--- config.mk ---
export PLATFORM = sky130hd
export DESIGN_NAME = max_pool_ctrl
export DESIGN_NICKNAME = d
export VERILOG_FILES = /design/src/rtl/max_pool_pkg.sv /design/src/rtl/max_pool_addr_gen.sv /design/src/rtl/max_pool_ctrl.sv
export SDC_FILE = /design/constraint.sdc
export NUM_CORES = 1
export LEC_CHECK = 0
export ABC_AREA = 1
export BUFFER_PORTS_ARGS = -buffer_cell sky130_fd_sc_hd__buf_2
export CORE_MARGIN = 3
export CORE_UTILIZATION = 35
export DETAILED_ROUTE_END_ITERATION = 10
export PLACE_DENSITY = 0.75
export SETUP_SLACK_MARGIN = 0.2
export SLEW_MARGIN = 5
export SYNTH_ARGS = -nofsm -noshare
export SYNTH_HDL_FRONTEND = slang
export SYNTH_SLANG_ARGS = --single-unit
--- constraint.sdc ---
create_clock -name clk -period 4.01 [get_ports clk]
set_input_delay 0 -clock clk [delete_from_list [all_inputs] [get_ports clk]]
set_output_delay 0 -clock clk [all_outputs]
set_load 0.05 [all_outputs]
--- src/rtl/max_pool_pkg.sv ---
// Shared types for the 2x2/stride-2 max-pool sequencer: FSM state encoding and the
// fp32 sign helper used to interpret the external comparator's A-B result.
package max_pool_pkg;

  typedef enum logic [3:0] {
    S_IDLE,
    S_FILL,
    S_R0,
    S_R1,
    S_R2,
    S_R3,
    S_C3,
    S_OUT,
    S_DONE
  } state_t;

  localparam logic [31:0] SIGN_MASK = 32'h8000_0000;

  // A negative A-B means A < B.
  function automatic logic is_neg(input logic [31:0] s);
    return (s & SIGN_MASK) != '0;
  endfunction

endpackage

--- src/rtl/max_pool_addr_gen.sv ---
// Window walker for the 2x2/stride-2 pool: (c,r,k) counters, c outermost and k innermost,
// plus the four tap addresses of the current window in raster channel>row>col order.
module max_pool_addr_gen
  import max_pool_pkg::*;
#(
  parameter int unsigned CHANNEL = 2,
  parameter int unsigned ROW     = 4,
  parameter int unsigned COL     = 4,
  parameter int unsigned ADDR_W  = 5
) (
  input  logic              clk,
  input  logic              rst_,
  input  logic              clear,
  input  logic              step,
  output logic [ADDR_W-1:0] p0,
  output logic [ADDR_W-1:0] p1,
  output logic [ADDR_W-1:0] p2,
  output logic [ADDR_W-1:0] p3,
  output logic              last
);

  localparam logic [ADDR_W-1:0] C_LAST = ADDR_W'(CHANNEL - 1);
  localparam logic [ADDR_W-1:0] R_LAST = ADDR_W'(ROW - 2);
  localparam logic [ADDR_W-1:0] K_LAST = ADDR_W'(COL - 2);
  localparam logic [ADDR_W-1:0] ROW_W  = ADDR_W'(ROW);
  localparam logic [ADDR_W-1:0] COL_W  = ADDR_W'(COL);
  localparam logic [ADDR_W-1:0] ONE    = ADDR_W'(1);
  localparam logic [ADDR_W-1:0] TWO    = ADDR_W'(2);

  logic [ADDR_W-1:0] c_q, r_q, k_q;
  logic              c_end, r_end, k_end;

  assign c_end = (c_q == C_LAST);
  assign r_end = (r_q == R_LAST);
  assign k_end = (k_q == K_LAST);

  // Wrap by equality with the last position so the +2 step never has to overflow.
  always_ff @(posedge clk or negedge rst_) begin
    if (!rst_) begin
      c_q <= '0;
      r_q <= '0;
      k_q <= '0;
    end else if (clear) begin
      c_q <= '0;
      r_q <= '0;
      k_q <= '0;
    end else if (step) begin
      if (!k_end) begin
        k_q <= k_q + TWO;
      end else begin
        k_q <= '0;
        if (!r_end) begin
          r_q <= r_q + TWO;
        end else begin
          r_q <= '0;
          c_q <= c_end ? '0 : c_q + ONE;
        end
      end
    end
  end

  assign p0   = (c_q * ROW_W + r_q) * COL_W + k_q;
  assign p1   = p0 + ONE;
  assign p2   = p0 + COL_W;
  assign p3   = p2 + ONE;
  assign last = c_end & r_end & k_end;

endmodule

--- src/rtl/max_pool_ctrl.sv ---
// 2x2/stride-2 max-pool sequencer: fills the feature-map buffer, then walks each window
// with three time-multiplexed compares on one shared external fp32 comparator.
module max_pool_ctrl
  import max_pool_pkg::*;
#(
  parameter int unsigned BIT     = 32,
  parameter int unsigned CHANNEL = 2,
  parameter int unsigned ROW     = 4,
  parameter int unsigned COL     = 4,
  parameter int unsigned ADDR_W  = 5
) (
  input  logic              clk,
  input  logic              rst_,
  input  logic              start,
  input  logic              in_valid,
  output logic              in_ready,
  input  logic [BIT-1:0]    data_in,
  output logic              buf_we,
  output logic [ADDR_W-1:0] buf_waddr,
  output logic [BIT-1:0]    buf_wdata,
  output logic [ADDR_W-1:0] buf_raddr,
  input  logic [BIT-1:0]    buf_rdata,
  output logic [BIT-1:0]    cmp_a,
  output logic [BIT-1:0]    cmp_b,
  input  logic [BIT-1:0]    cmp_s,
  output logic              out_valid,
  input  logic              out_ready,
  output logic [BIT-1:0]    data_out,
  output logic              busy,
  output logic              done
);

  localparam logic [ADDR_W-1:0] WR_LAST = ADDR_W'(CHANNEL * ROW * COL - 1);
  localparam logic [ADDR_W-1:0] ONE     = ADDR_W'(1);

  state_t            state, state_nx;
  logic [ADDR_W-1:0] wr_cnt;
  logic [BIT-1:0]    max_reg;
  logic              a_lt_b;
  logic              win_step, win_clear, win_last;
  logic [ADDR_W-1:0] p0, p1, p2, p3;

  max_pool_addr_gen #(
    .CHANNEL (CHANNEL),
    .ROW     (ROW),
    .COL     (COL),
    .ADDR_W  (ADDR_W)
  ) u_addr_gen (
    .clk   (clk),
    .rst_  (rst_),
    .clear (win_clear),
    .step  (win_step),
    .p0    (p0),
    .p1    (p1),
    .p2    (p2),
    .p3    (p3),
    .last  (win_last)
  );

  assign a_lt_b = is_neg(cmp_s);

  always_ff @(posedge clk or negedge rst_) begin
    if (!rst_) state <= S_IDLE;
    else       state <= state_nx;
  end

  always_comb begin
    state_nx = state;
    case (state)
      S_IDLE: if (start) state_nx = S_FILL;
      S_FILL: if (in_valid && (wr_cnt == WR_LAST)) state_nx = S_R0;
      S_R0:   state_nx = S_R1;
      S_R1:   state_nx = S_R2;
      S_R2:   state_nx = S_R3;
      S_R3:   state_nx = S_C3;
      S_C3:   state_nx = S_OUT;
      S_OUT:  if (out_ready) state_nx = win_last ? S_DONE : S_R0;
      S_DONE: state_nx = S_IDLE;
      default: state_nx = S_IDLE;
    endcase
  end

  // Read address leads the data by one cycle; outside R1..R3 it parks on p0.
  always_comb begin
    in_ready  = 1'b0;
    buf_we    = 1'b0;
    buf_raddr = p0;
    win_step  = 1'b0;
    win_clear = 1'b0;
    done      = 1'b0;
    case (state)
      S_IDLE: win_clear = start;
      S_FILL: begin
        in_ready = 1'b1;
        buf_we   = in_valid;
      end
      S_R1:   buf_raddr = p1;
      S_R2:   buf_raddr = p2;
      S_R3:   buf_raddr = p3;
      S_OUT:  win_step = out_ready;
      S_DONE: done = 1'b1;
      default: ;
    endcase
  end

  assign busy      = (state != S_IDLE);
  assign buf_waddr = wr_cnt;
  assign buf_wdata = data_in;
  assign cmp_a     = max_reg;
  assign cmp_b     = buf_rdata;

  // Strict A<B replaces the running max, so ties keep the earlier element.
  always_ff @(posedge clk or negedge rst_) begin
    if (!rst_) begin
      wr_cnt    <= '0;
      max_reg   <= '0;
      data_out  <= '0;
      out_valid <= 1'b0;
    end else begin
      if (buf_we) wr_cnt <= (wr_cnt == WR_LAST) ? '0 : wr_cnt + ONE;
      case (state)
        S_R1: max_reg <= buf_rdata;
        S_R2, S_R3: if (a_lt_b) max_reg <= buf_rdata;
        S_C3: begin
          data_out  <= a_lt_b ? buf_rdata : max_reg;
          out_valid <= 1'b1;
        end
        S_OUT: if (out_ready) out_valid <= 1'b0;
        default: ;
      endcase
    end
  end

endmodule
== Yosys cells after proc, flatten, opt, wreduce, memory -nomap -nowiden ==
Cells that the tools add are included.
Word-level totals
  bits in registers: 89
  output and inout port bits: 143
  logic and storage cells: 75
Cells by class
  eq/ne operators: 15
  reduce and logical (&&, ||, !) cells: 13
  bitwise gates (word level): 2
  muxes and demuxes: 28
  $add $sub $neg: 9
Operators with widths (number)
  5-bit 2-to-1 mux: 13
  32-bit case mux with 2 select lines: 1
  32-bit 2-to-1 mux: 1
  4-bit case mux with 8 select lines: 1
  5-bit by 1-bit adder with 5-bit output, second input constant: 4
  4-bit by 3-bit == test with 1-bit output, second input constant: 4
  4-bit 2-to-1 mux: 4
  5-bit case mux with 3 select lines: 1
  5-bit by 2-bit adder with 5-bit output, second input constant: 2
  5-bit by 2-bit == test with 1-bit output, second input constant: 2
  2-bit nonzero test: 5
  4-bit by 2-bit == test with 1-bit output, second input constant: 2
  1-bit 2-to-1 mux: 6
  2-bit inequality test, second input constant: 3
  3-bit AND reduction: 2
  5-bit by 3-bit adder with 5-bit output, second input constant: 1
  5-bit adder: 1
  5-bit by 1-bit == test with 1-bit output, second input constant: 1
  5-bit == test, second input constant: 1
  4-bit by 1-bit == test with 1-bit output, second input constant: 1
  4-bit == test, second input constant: 1
  4-bit logical NOT: 1
  2-bit AND reduction: 2
  4-bit nonzero test: 1
  other kinds (5): 6

== Logic depth before layout (Yosys ltp) ==
Gate-level depths: netlist of run 1.
  depth in word-level cells: 6
  mapped depth: 10

== Hierarchy ==
Synthesis of run 1 repeated with hierarchy kept, for this count alone.
Unflattened totals
  cells, all modules: 691
  area, all modules: 5168.7 um2
By module, submodules not included
  max_pool_ctrl: instances 1, sequential area each 1851.8 um2, area an instance 4167.7 um2, cells an instance 559
  max_pool_addr_gen: instances 1, sequential area each 325.3 um2, area an instance 1001.0 um2, cells an instance 132

== Worst setup path after synthesis of run 1 ==
Ideal clock, no wire load.
  path kind: register -> output
  start: reg state[3]
  end: out buf_raddr[0]
  setup slack: 2.234 ns
  data arrival time: 1.776 ns
  stages on the path, launching flop included: 4
  path buffers: 0
  path through: dfrtp_1 inv_2 nand2_4 o31ai_1
Between the ends
  word-level cells in the longest chain between the ends: 2
  elaborated cells on any way between the ends: 4
  those cells by class: eq/ne (3); mux (1)
Ends and longest elaborated chain
  start, declared: RTL line max_pool_ctrl.sv:36  | state_t state, state_nx;
  start signal, assigned: RTL line max_pool_ctrl.sv:64  | else state <= state_nx;
  4-bit by 3-bit == test with 1-bit output or 4-bit by 2-bit == test with 1-bit output (tied branches): RTL line max_pool_ctrl.sv:91  | case (state)
  5-bit case mux with 3 select lines (*): RTL line max_pool_ctrl.sv:91
  end, declared: RTL line max_pool_ctrl.sv:21  | output logic [ADDR_W-1:0] buf_raddr,
Mark *: on every way between the ends. The rest lies on a longest branch, timed or not.

== Final worst setup path of run 1 ==
  start: reg state[1]
  end: reg max_reg[8], in the netlist cmp_a[8]
Between the ends
  word-level cells in the longest chain between the ends: 3
  elaborated cells on any way between the ends: 6
  those cells by class: eq/ne (3); mux (1); reduce/logical (2)
Ends and longest elaborated chain
  4-bit by 3-bit == test with 1-bit output: RTL line max_pool_ctrl.sv:121  | case (state)
  2-bit OR reduction: RTL line max_pool_ctrl.sv:121
  32-bit case mux with 2 select lines or 2-bit nonzero test (tied branches)
  end signal, assigned: RTL line max_pool_ctrl.sv:122  | S_R1: max_reg <= buf_rdata;
  end signal, assigned: RTL line max_pool_ctrl.sv:123  | S_R2, S_R3: if (a_lt_b) max_reg <= buf_rdata;
  end, declared: RTL line max_pool_ctrl.sv:38  | logic [BIT-1:0] max_reg;
Parallel ways exist; a longest one is shown, timed or not.
A chain may end at the register's enable or synchronous reset.

==> results of run 1 <==
-- state kept, by name, indices dropped and copies added, names as in the netlist --
name / cells
buf_waddr: 5
cmp_a: 32
data_out: 32
out_valid: 1
state: 4
u_addr_gen.c_q: 5
u_addr_gen.k_q: 4
u_addr_gen.r_q: 4
-- critical path: stages, from the launching register on --
cell	delay, ns
dfrtp_1	0.50
nand2_2	0.14
inv_2	0.49
nand2_1	0.20
nand2_2	0.58
o211ai_1	0.16
-- timing repair --
item | 4_1_cts | 5_1_grt
hold buffers | 35 | 0
endpoints found under the setup margin | 0 | 0
hold endpoints to repair | 78 | 0
resized for setup | 0 | 0
-- layout by cell type (no fill, tap or decap), drive strengths merged --
cell / n
xnor2: 2
o211ai: 32
clkinv: 1
buf: 152
nand4: 3
bufinv: 2
or2: 2
a21oi: 3
inv: 62
nand3: 54
clkbuf: 9
o22ai: 1
mux2i: 1
clkinvlp: 1
o21ai: 40
o31ai: 2
dfrtp: 87
nor3: 2
xor2: 7
dlygate4sd3: 35
nor2: 25
ha: 8
nand2: 228
-- report_power, final --
group	internal, mW	switching (mW)	total, mW	leakage (nW)
sequential	1.27	0.280	1.55	1.09
combinational	0.789	2.58	3.36	1.96
clock	0.548	0.364	0.912	0.153
total	2.61	3.22	5.83	3.21
-- stage by stage --
stage               total power, mW  hold WS [ns]
floorplan                      4.27        -0.296
global placement               4.86      0.000341
detailed placement             4.93      0.000341
CTS                            5.89      0.000341
global route                   6.24     0.0000718
finish                         5.83     0.0000170
-- kinds of logic (layout without fill, tap and decap cells) --
family	Yosys count	count (layout)	synth area share
DFF	87	87	0.429
buffers and inverters	152	262	0.175
and+or+nand+nor	314	314	0.265
adders and majority gates	8	8	0.0197
AOI/OAI and AO/OA	78	78	0.0946
muxes	1	1	0.00197
xor gates and xnor gates	9	9	0.0155
-- cell type report --
cell class,count,area [um2]
Tap cell,180,225
Fill cell,1364,7960
Clock buffer,9,225
Clock inverter,6,93.8
Timing Repair Buffer,187,1120
Sequential cell,87,2180
Inverter,60,228
Multi-Input combinational cell,410,2010
-- routing by layer --
metal | vias up | global-route usage
li1 | 2236 | -
met1 | 2128 | 0.211
met2 | 171 | 0.291
met3 | 14 | 0.0472
met4 | 0 | 0.0391
met5 | - | 0
-- worst min-delay path by stage --
| stage | from | end |
|---|---|---|
| global placement | data_in[11] | buf_wdata[11] |
| detailed placement | data_in[11] | buf_wdata[11] |
| CTS | data_in[11] | buf_wdata[11] |
| finish | data_in[30] | buf_wdata[30] |
| global route | data_in[29] | buf_wdata[29] |
| floorplan | rst_ | buf_waddr[0] |
==> metrics.cfg, run 1 <==
[yosys]
ys_ff_latch = 87
synth_nets = 758
synthFlopType = dfrtp_1
yosys.area.top_type_share = 0.429
synthCells = 649
synth_cell_types = 33
synth_top_area_cell = dfrtp_1
synthArstFlopShare = 1.00
syn_area_mm2 = 0.00508
synth_most_common_cell = nand2_1
ys.warnings.count = 0
synth.area.top_cells = dfrtp_1 43%, nand2_1 16%, buf_4 9.9%
synth_top_cells_by_count = 221 x nand2_1, 87 x dfrtp_1, 67 x buf_4
synth_edf_count = 0
yosysSeqAreaShare = 0.429
syn_avg_cell_area_um2 = 7.83

[finish]
nNetsFinal = 864
drive_above_1_share = 0.248
n_antenna_cell = 0
fin_util = 0.433
area.growth.synth_to_final_pct = 19.8
stdcell_area_mm2 = 0.00609
fin_cells = 939

[outcome]
outcome = completed

[clock_tree]
root_buffer = clkbuf_16
post-cts-setup-buffer-count = 0
insertion_delay_ns = 0.34
clk_pin_slew_ns = 0.06
clk_path_buf_depth = 2
cts_tree = yes
cts_sinks = 87
cts_inserted_buffers = 9
cts.htree.levels = 3

[worst_hold_path]
hold_path.class = in2out
whs_path_depth = 0

[timing]
setup-violations-final = 0
worstMarginPinSlew_ns = 1.02
fin_ws_ns = 1.75
period_needed_ns = 2.26
rsz0062_at_grt = false
fmax_ghz = 0.443
slew_viol_final = 0
fin_setup_tns_ns = 0
max-slew-margin-rel = 0.323
period_share = 0.563
finalClockSkew_ns = 0.0105
finalHoldViolCount = 0

[drt]
finalWirelength_um = 13200
drc = 0
ant_nets = 0
top_layer_used = met4
dr_wl_met2_um = 6390
routed-wl-met3_um = 975
vias = 4549
drt-initial-drc-count = 293
wl_per_cell_um = 14.1
dr.pass1.iters = 4
via_per_inst = 4.84
m1WireLength_um = 5670

[critical_path]
required_ns = 4.20
cp-start-kind = flip-flop
path_class = reg2reg
r2r_cells = 5
timing.rr.start = state[1]
timing.critical_path.from = state[1]
cp.arrival_ns = 2.45
cp-endpoint = cmp_a[8]
r2r_end = cmp_a[8]
cp_max_fo = 33
cp-end-kind = flip-flop
r2r_slack_ns = 1.75

[die]
rows = 43
die_h_um = 126
dieArea_mm2 = 0.0160
fp.dieW_um = 126
io_pins = 244
core_area_mm2 = 0.0140
start_util = 0.362

[grt]
antenna_found_initial = 0
overflow = 0
grt_pass1_vias = 4404
grt_max_degree = 65
grt_pass1_wl_um = 21900
grt_use_total = 0.169

[placement]
io_buffers = 148
routabilityCongestion = 0.836
pre_cts_slack_ns = 1.70
hpwl_um = 8730
place_area_mm2 = 0.00542
place_inst = 889

[power_and_ir_drop]
p_leak_nw = 3.21
vdd.ir_drop.worst_uv = 526
p_per_area_mw_per_mm2 = 957

[run]
drv_cap = 0

(Power assumes the default switching activity.)
==> run 2: changes to the inputs <==
--- a/config.mk
+++ b/config.mk
@@ -5,12 +5,12 @@
 export SDC_FILE = /design/constraint.sdc
 export NUM_CORES = 1
 export LEC_CHECK = 0
-export ABC_AREA = 1
+export ABC_AREA = 0
 export BUFFER_PORTS_ARGS = -buffer_cell sky130_fd_sc_hd__buf_2
 export CORE_MARGIN = 3
 export CORE_UTILIZATION = 35
 export DETAILED_ROUTE_END_ITERATION = 10
-export PLACE_DENSITY = 0.75
+export PLACE_DENSITY = 0.8
 export SETUP_SLACK_MARGIN = 0.2
 export SLEW_MARGIN = 5
 export SYNTH_ARGS = -nofsm -noshare
==> constraint.sdc (replaced) <==
create_clock -name clk -period 1.8 [get_ports clk]
set_input_delay 0 -clock clk [delete_from_list [all_inputs] [get_ports clk]]
set_output_delay 0 -clock clk [all_outputs]
set_load 0.05 [all_outputs]
==> metrics.cfg, run 2 <==
[run]
drv_cap = 0  ; unchanged

[timing]
fin_setup_tns_ns = 0  ; unchanged
period_needed_ns = 1.78  ; -0.482 ns
period_share = 0.987  ; +0.424
setup-violations-final = 0  ; unchanged
finalHoldViolCount = 0  ; unchanged
slew_viol_final = 0  ; unchanged
finalClockSkew_ns = 0.00542  ; -0.00505 ns
worstMarginPinSlew_ns = 0.407  ; -0.608 ns
holdWs_ns = 0.0000140  ; -0.00000306 ns
rsz0062_at_grt = true
fmax_ghz = 0.563  ; +27%
max-slew-margin-rel = 0.729  ; +0.405

[worst_hold_path]
hold_path.class = in2out

[die]
dieArea_mm2 = 0.0143  ; -10%
start_util = 0.368  ; +0.00603
rows = 40  ; -7.0%
die_h_um = 120  ; -5.3%
core_area_mm2 = 0.0123  ; -12%
io_pins = 244  ; unchanged
fp.dieW_um = 120  ; -5.3%

[critical_path]
critPathSlowestCell = dfrtp_1
cp_max_fo = 3  ; -91%
cp.arrival_ns = 2.05  ; -0.40 ns
required_ns = 2.07  ; -2.13 ns
cp-start-kind = flip-flop
path_class = reg2reg
cp_top_family = simple AND/OR/NAND/NOR gates
cp-end-kind = flip-flop
slowest_delay_ns = 0.39  ; -0.19 ns
cp_cell_sequence = buf_6 > nor4b_4 > buf_4 > buf_4 > nand3_4 > buf_6 > or3_1 > a21oi_2
critPathBufInv = 4  ; +3

[power_and_ir_drop]
vdd.ir_drop.worst_uv = 1190  ; +130%
p_leak_nw = 3.11  ; -3.3%
power.total_mw = 14.9  ; +160%
p_per_area_mw_per_mm2 = 2170  ; +130%

[outcome]
outcome = completed

[finish]
final_cell_mix = 140 x buf_2, 84 x dfrtp_1, 34 x dlygate4sd3_1
register_area_mm2 = 0.00218  ; +0.17%
area.growth.synth_to_final_pct = 51.3
multi_input_area_mm2 = 0.00222  ; +10%
n_fill_cell = 1037  ; -24%
nNetsFinal = 705  ; -18%
drive_above_1_share = 0.572  ; +0.324
layout_commonest_cell = buf_2

[grt]
grt_use_total = 0.167  ; -0.00156
antenna_found_initial = 1  ; +1
overflow = 0  ; unchanged
grt_pass1_vias = 3749  ; -15%
grt_pass1_wl_um = 19100  ; -13%
grt_max_degree = 43  ; -34%

[drt]
drt-initial-drc-count = 143  ; -51%
vias = 3870  ; -15%
via_per_inst = 5.03  ; +3.9%
finalWirelength_um = 13700  ; +3.5%
wl_per_cell_um = 17.8  ; +26%
drc = 0  ; unchanged
dr.pass1.iters = 4  ; unchanged
ant_nets = 0  ; unchanged

[clock_tree]
cts.htree.levels = 3  ; unchanged
cts_sinks = 87  ; unchanged
cts_inserted_buffers = 9  ; unchanged
clk_pin_slew_ns = 0.06  ; about the same
root_buffer = clkbuf_16
insertion_delay_ns = 0.34  ; about the same
clk_path_buf_depth = 2  ; unchanged
cts_tree = yes

[yosys]
synthFlopType = dfrtp_1
synthCells = 425  ; -35%
yosysSeqAreaShare = 0.481  ; +0.0522
synth_xor_area_frac = 0.0174  ; +0.00189
synth_simple_gate_area_share = 0.122  ; -0.142
synthMuxAreaShare = 0.155  ; +0.153
synth_edf_count = 0  ; unchanged
synthAdderAreaFrac = 0.0221  ; +0.00240
syn_avg_cell_area_um2 = 10.7  ; +36%
synth.area.top_cells = dfrtp_1 48%, buf_4 11%, mux2_2 8.2%
syn_area_mm2 = 0.00453  ; -11%
synth_top_area_cell = dfrtp_1
synth_top_cells_by_count = 87 x dfrtp_1, 64 x buf_4, 45 x nor2_1
synth_most_common_cell = dfrtp_1
synth_top_family_by_area = multiplexers
ys.warnings.count = 0  ; unchanged
ys_ff_latch = 87  ; unchanged
synth_cell_types = 43  ; +30%
synthArstFlopShare = 1.00  ; unchanged
synth_compound_gate_area_share = 0.0694  ; -0.0252
yosys.area.top_type_share = 0.481  ; +0.0522
synth_nets = 534  ; -30%

[placement]
hpwl_um = 8000  ; -8.3%
routabilityCongestion = 0.763  ; -8.7%
io_buffers = 148  ; unchanged

[run 2: cell types whose count changed in the layout (fill, tap and decap cells not counted), moves of 16 or more]
cell      previous run  this run
nand3_1             53         6
buf_4                5        31
mux2i_1              1        33
nand2_1            221        13
o211ai_1            32         0
mux2_2               0        22
buf_6                0        16
a21oi_2              1        26
o21ai_0             37         6
inv_1               55         4
[run 2: path summary, 6_finish.rpt]
kind | end | start | slack, ns | cells after the start
setup / recovery | u_addr_gen.c_q[3] | u_addr_gen.k_q[3] | 0.02 | 8
hold / removal | buf_wdata[4] | data_in[4] | 0.00001 | 0
min in group asynchronous | cmp_a[26] | rst_ | 0.14 | 2
max in group asynchronous | buf_waddr[4] | rst_ | 1.06 | 3
hold reg to reg | out_valid | out_valid | 0.49 | 1
setup reg to reg | u_addr_gen.c_q[3] | u_addr_gen.k_q[3] | 0.02 | 8
[run 2: kinds of logic after synthesis]
| logic type | Yosys count |
|---|---|
| compound gates | 59 |
| xor+xnor | 9 |
| fa+ha+maj | 8 |
| buf+inv | 92 |
| flops | 87 |
| mux | 66 |
| simple gates | 104 |
[run 2: area by class of cell]
| type | count | area share |
|---|---|---|
| antenna | 1 | 0.000365 |
| clock buffer | 14 | 0.0371 |
| clock inverter | 1 | 0.000731 |
| inverter | 6 | 0.00384 |
| multi-input combinational | 246 | 0.324 |
| sequential | 87 | 0.318 |
| tap | 168 | 0.0307 |
| timing repair buffer | 246 | 0.285 |
[run 2: report_power, final]
group	internal [mW]	total, mW	switching (mW)	leakage [nW]
Clock	0.965	1.67	0.710	0.127
Sequential	2.87	3.59	0.724	1.01
Combinational	3.67	9.61	5.93	1.97
[run 2: what timing repair did]
| item | 4_1_cts | 5_1_grt |
|---|---|---|
| setup buffers | 18 | 10 |
| gates resized for setup | 25 | 124 |
| gates cloned | 1 | 9 |
| pin swaps | 10 | 19 |
| hold endpoints to repair | 120 | 0 |
| hold buffers | 34 | 0 |
| setup endpoints to repair | 28 | 92 |
[run 2: stage by stage]
step	cell area [um2]	setup WS, ns	instances	utilization
global route	6850	-0.0336	769	0.556
detailed placement	5250	0.00136	681	0.426
finish	6850	0.0242	769	0.556
floorplan	4590	-0.248	425	-
global placement	5250	0.110	681	0.426
CTS	6080	0.0242	749	0.494
[run 2: layer usage]
metal  GRT usage  wire, um
met3      0.0457       806
met5           0         0
met4      0.0644       423
met1       0.179      5240
met2       0.312      7210
==> run 3: changes to the inputs <==
--- a/config.mk
+++ b/config.mk
@@ -5,12 +5,12 @@
 export SDC_FILE = /design/constraint.sdc
 export NUM_CORES = 1
 export LEC_CHECK = 0
-export ABC_AREA = 0
 export BUFFER_PORTS_ARGS = -buffer_cell sky130_fd_sc_hd__buf_2
 export CORE_MARGIN = 3
 export CORE_UTILIZATION = 35
 export DETAILED_ROUTE_END_ITERATION = 10
 export PLACE_DENSITY = 0.8
+export REMOVE_ABC_BUFFERS = 1
 export SETUP_SLACK_MARGIN = 0.2
 export SLEW_MARGIN = 5
 export SYNTH_ARGS = -nofsm -noshare
==> metrics.cfg, run 3 (synthesis results as in run 2) <==
[clock_tree]
clk_pin_slew_ns = 0.06  ; about the same
cts_sinks = 87  ; unchanged
cts_inserted_buffers = 9  ; unchanged
cts.htree.levels = 3  ; unchanged
cts_tree = yes
clk_path_buf_depth = 2  ; unchanged
insertion_delay_ns = 0.34  ; about the same
root_buffer = clkbuf_16

[grt]
antenna_found_initial = 0  ; -1
grt_pass1_wl_um = 21800  ; +14%
overflow = 0  ; unchanged
grt_pass1_vias = 3876  ; +3.4%
grt_max_degree = 46  ; +7.0%
grt_use_total = 0.201  ; +0.0336

[die]
fp.dieW_um = 120  ; unchanged
io_pins = 244  ; unchanged
rows = 40  ; unchanged
die_h_um = 120  ; unchanged
dieArea_mm2 = 0.0143  ; unchanged
core_area_mm2 = 0.0123  ; unchanged
start_util = 0.368  ; unchanged

[timing]
finalClockSkew_ns = 0.00517  ; -0.000250 ns
setup-violations-final = 0  ; unchanged
period_needed_ns = 1.76  ; -0.0127 ns
holdWs_ns = 0.000109  ; +0.0000946 ns
fin_setup_tns_ns = 0  ; unchanged
worstMarginPinSlew_ns = 0.612  ; +0.205 ns
period_share = 0.979  ; -0.00708
rsz0062_at_grt = true
fmax_ghz = 0.567  ; +0.72%
finalHoldViolCount = 0  ; unchanged
fin_ws_ns = 0.0370  ; +0.0127 ns
slew_viol_final = 0  ; unchanged
max-slew-margin-rel = 0.592  ; -0.136

[drt]
finalWirelength_um = 17000  ; +24%
dr.pass1.iters = 5  ; +1
drt-initial-drc-count = 233  ; +63%
via_per_inst = 5.17  ; +2.7%
ant_nets = 0  ; unchanged
wl_per_cell_um = 21.9  ; +23%
drc = 0  ; unchanged
vias = 4014  ; +3.7%

[power_and_ir_drop]
vdd.ir_drop.worst_uv = 880  ; -26%
p_switching_mw = 7.89  ; +7.1%
combPwrFrac = 0.648  ; +0.002
p_seq_frac = 0.224  ; -0.017
p_int_mw = 8.31  ; +11%
clock_power_share = 0.127  ; +0.014
power.total_mw = 16.2  ; +9.0%
p_per_area_mw_per_mm2 = 2270  ; +4.7%
p_leak_nw = 3.27  ; +5.1%
swShare = 0.487  ; -0.00836

[finish]
fin_cells = 777  ; +1.0%
layout_commonest_cell = buf_2
final_cell_mix = 141 x buf_2, 84 x dfrtp_1, 34 x dlygate4sd3_1, 34 x buf_4
drive_above_1_share = 0.586  ; +0.0139
area.growth.synth_to_final_pct = 57.4
nNetsFinal = 712  ; +0.99%

[placement]
place_inst = 679  ; -0.29%
io_buffers = 148  ; unchanged
pre_cts_slack_ns = 0.0273  ; +0.0259 ns
hpwl_um = 9590  ; +20%
routabilityCongestion = 0.843  ; +10%

[critical_path]
critPathBufInv = 2  ; -2
crit_top_cell = ha_4
cp_cell_sequence = buf_6 > ha_4 > ha_4 > mux2_4 > buf_8
cp_top_family = adder cells
critPathSlowestCell = dfrtp_1
cp.arrival_ns = 1.76  ; -0.29 ns
cp-start-kind = flip-flop
slowest_delay_ns = 0.40  ; about the same
cp_max_fo = 2  ; -1
path_class = reg2out
required_ns = 1.80  ; -0.27 ns
cp-end-kind = primary output

[run]
drv_cap = 0  ; unchanged

[worst_hold_path]
hold_path.class = in2out

[outcome]
outcome = completed

[run 3: routing by layer]
layer / track usage / up-vias / share of wire
li1: - / 1770 / -
met1: 0.217 / 1989 / 0.37
met2: 0.331 / 215 / 0.49
met3: 0.0961 / 36 / 0.10
met4: 0.0816 / 4 / 0.024
met5: 0.0846 / - / 0.0091
[run 3: final cells by class]
| type | count | area [um2] |
|---|---|---|
| clock inverter | 5 | 80.1 |
| tap | 168 | 210 |
| timing repair buffer | 253 | 2030 |
| antenna | 1 | 2.50 |
| clock buffer | 11 | 253 |
| multi-input combinational | 246 | 2350 |
| sequential | 87 | 2180 |
| fill | 967 | 5180 |
| inverter | 6 | 25.0 |
[run 3: worst paths after layout]
check	from	to	slack [ns]	depth (start not counted)
max in group asynchronous	rst_	state[0]	0.90	3
min in group asynchronous	rst_	data_out[3]	0.25	2
min reg2reg	out_valid	out_valid	0.47	1
max	u_addr_gen.k_q[3]	buf_raddr[3]	0.04	5
max reg2reg	u_addr_gen.k_q[3]	u_addr_gen.c_q[4]	0.06	7
min	data_in[0]	buf_wdata[0]	0.0001	0
[run 3: power groups by stage]
stage                     clock network [mW]  logic (mW)  registers (mW)
final                                   2.06        10.5            3.64
after global placement                     0        7.08            3.43
after global routing                    2.18        11.0            3.74
after CTS                               2.10        8.27            3.47
after floorplan                            0        2.25            6.17
after detailed placement                   0        7.28            3.51
[run 3: metrics by stage]
stage | area [um2] | util
floorplan | 3950 | -
global placement | 5160 | 0.419
detailed placement | 5160 | 0.419
CTS | 6200 | 0.503
global route | 7130 | 0.579
finish | 7130 | 0.579
[run 3: timing repair]
item	CTS	global route
endpoints found under the hold margin	93	0
pin swaps	15	22
setup endpoints to repair	61	86
buffers inserted	18	17
gates resized for setup	37	158
hold buffers	34	0
gates cloned	4	8
[run 3: worst reg2reg max path: stages, from the launching register on]
cell     delay [ns]
dfrtp_1        0.40
buf_6          0.13
nor4b_4        0.25
buf_6          0.17
buf_6          0.10
nand4_1        0.12
or3_1          0.35
a21oi_2        0.15
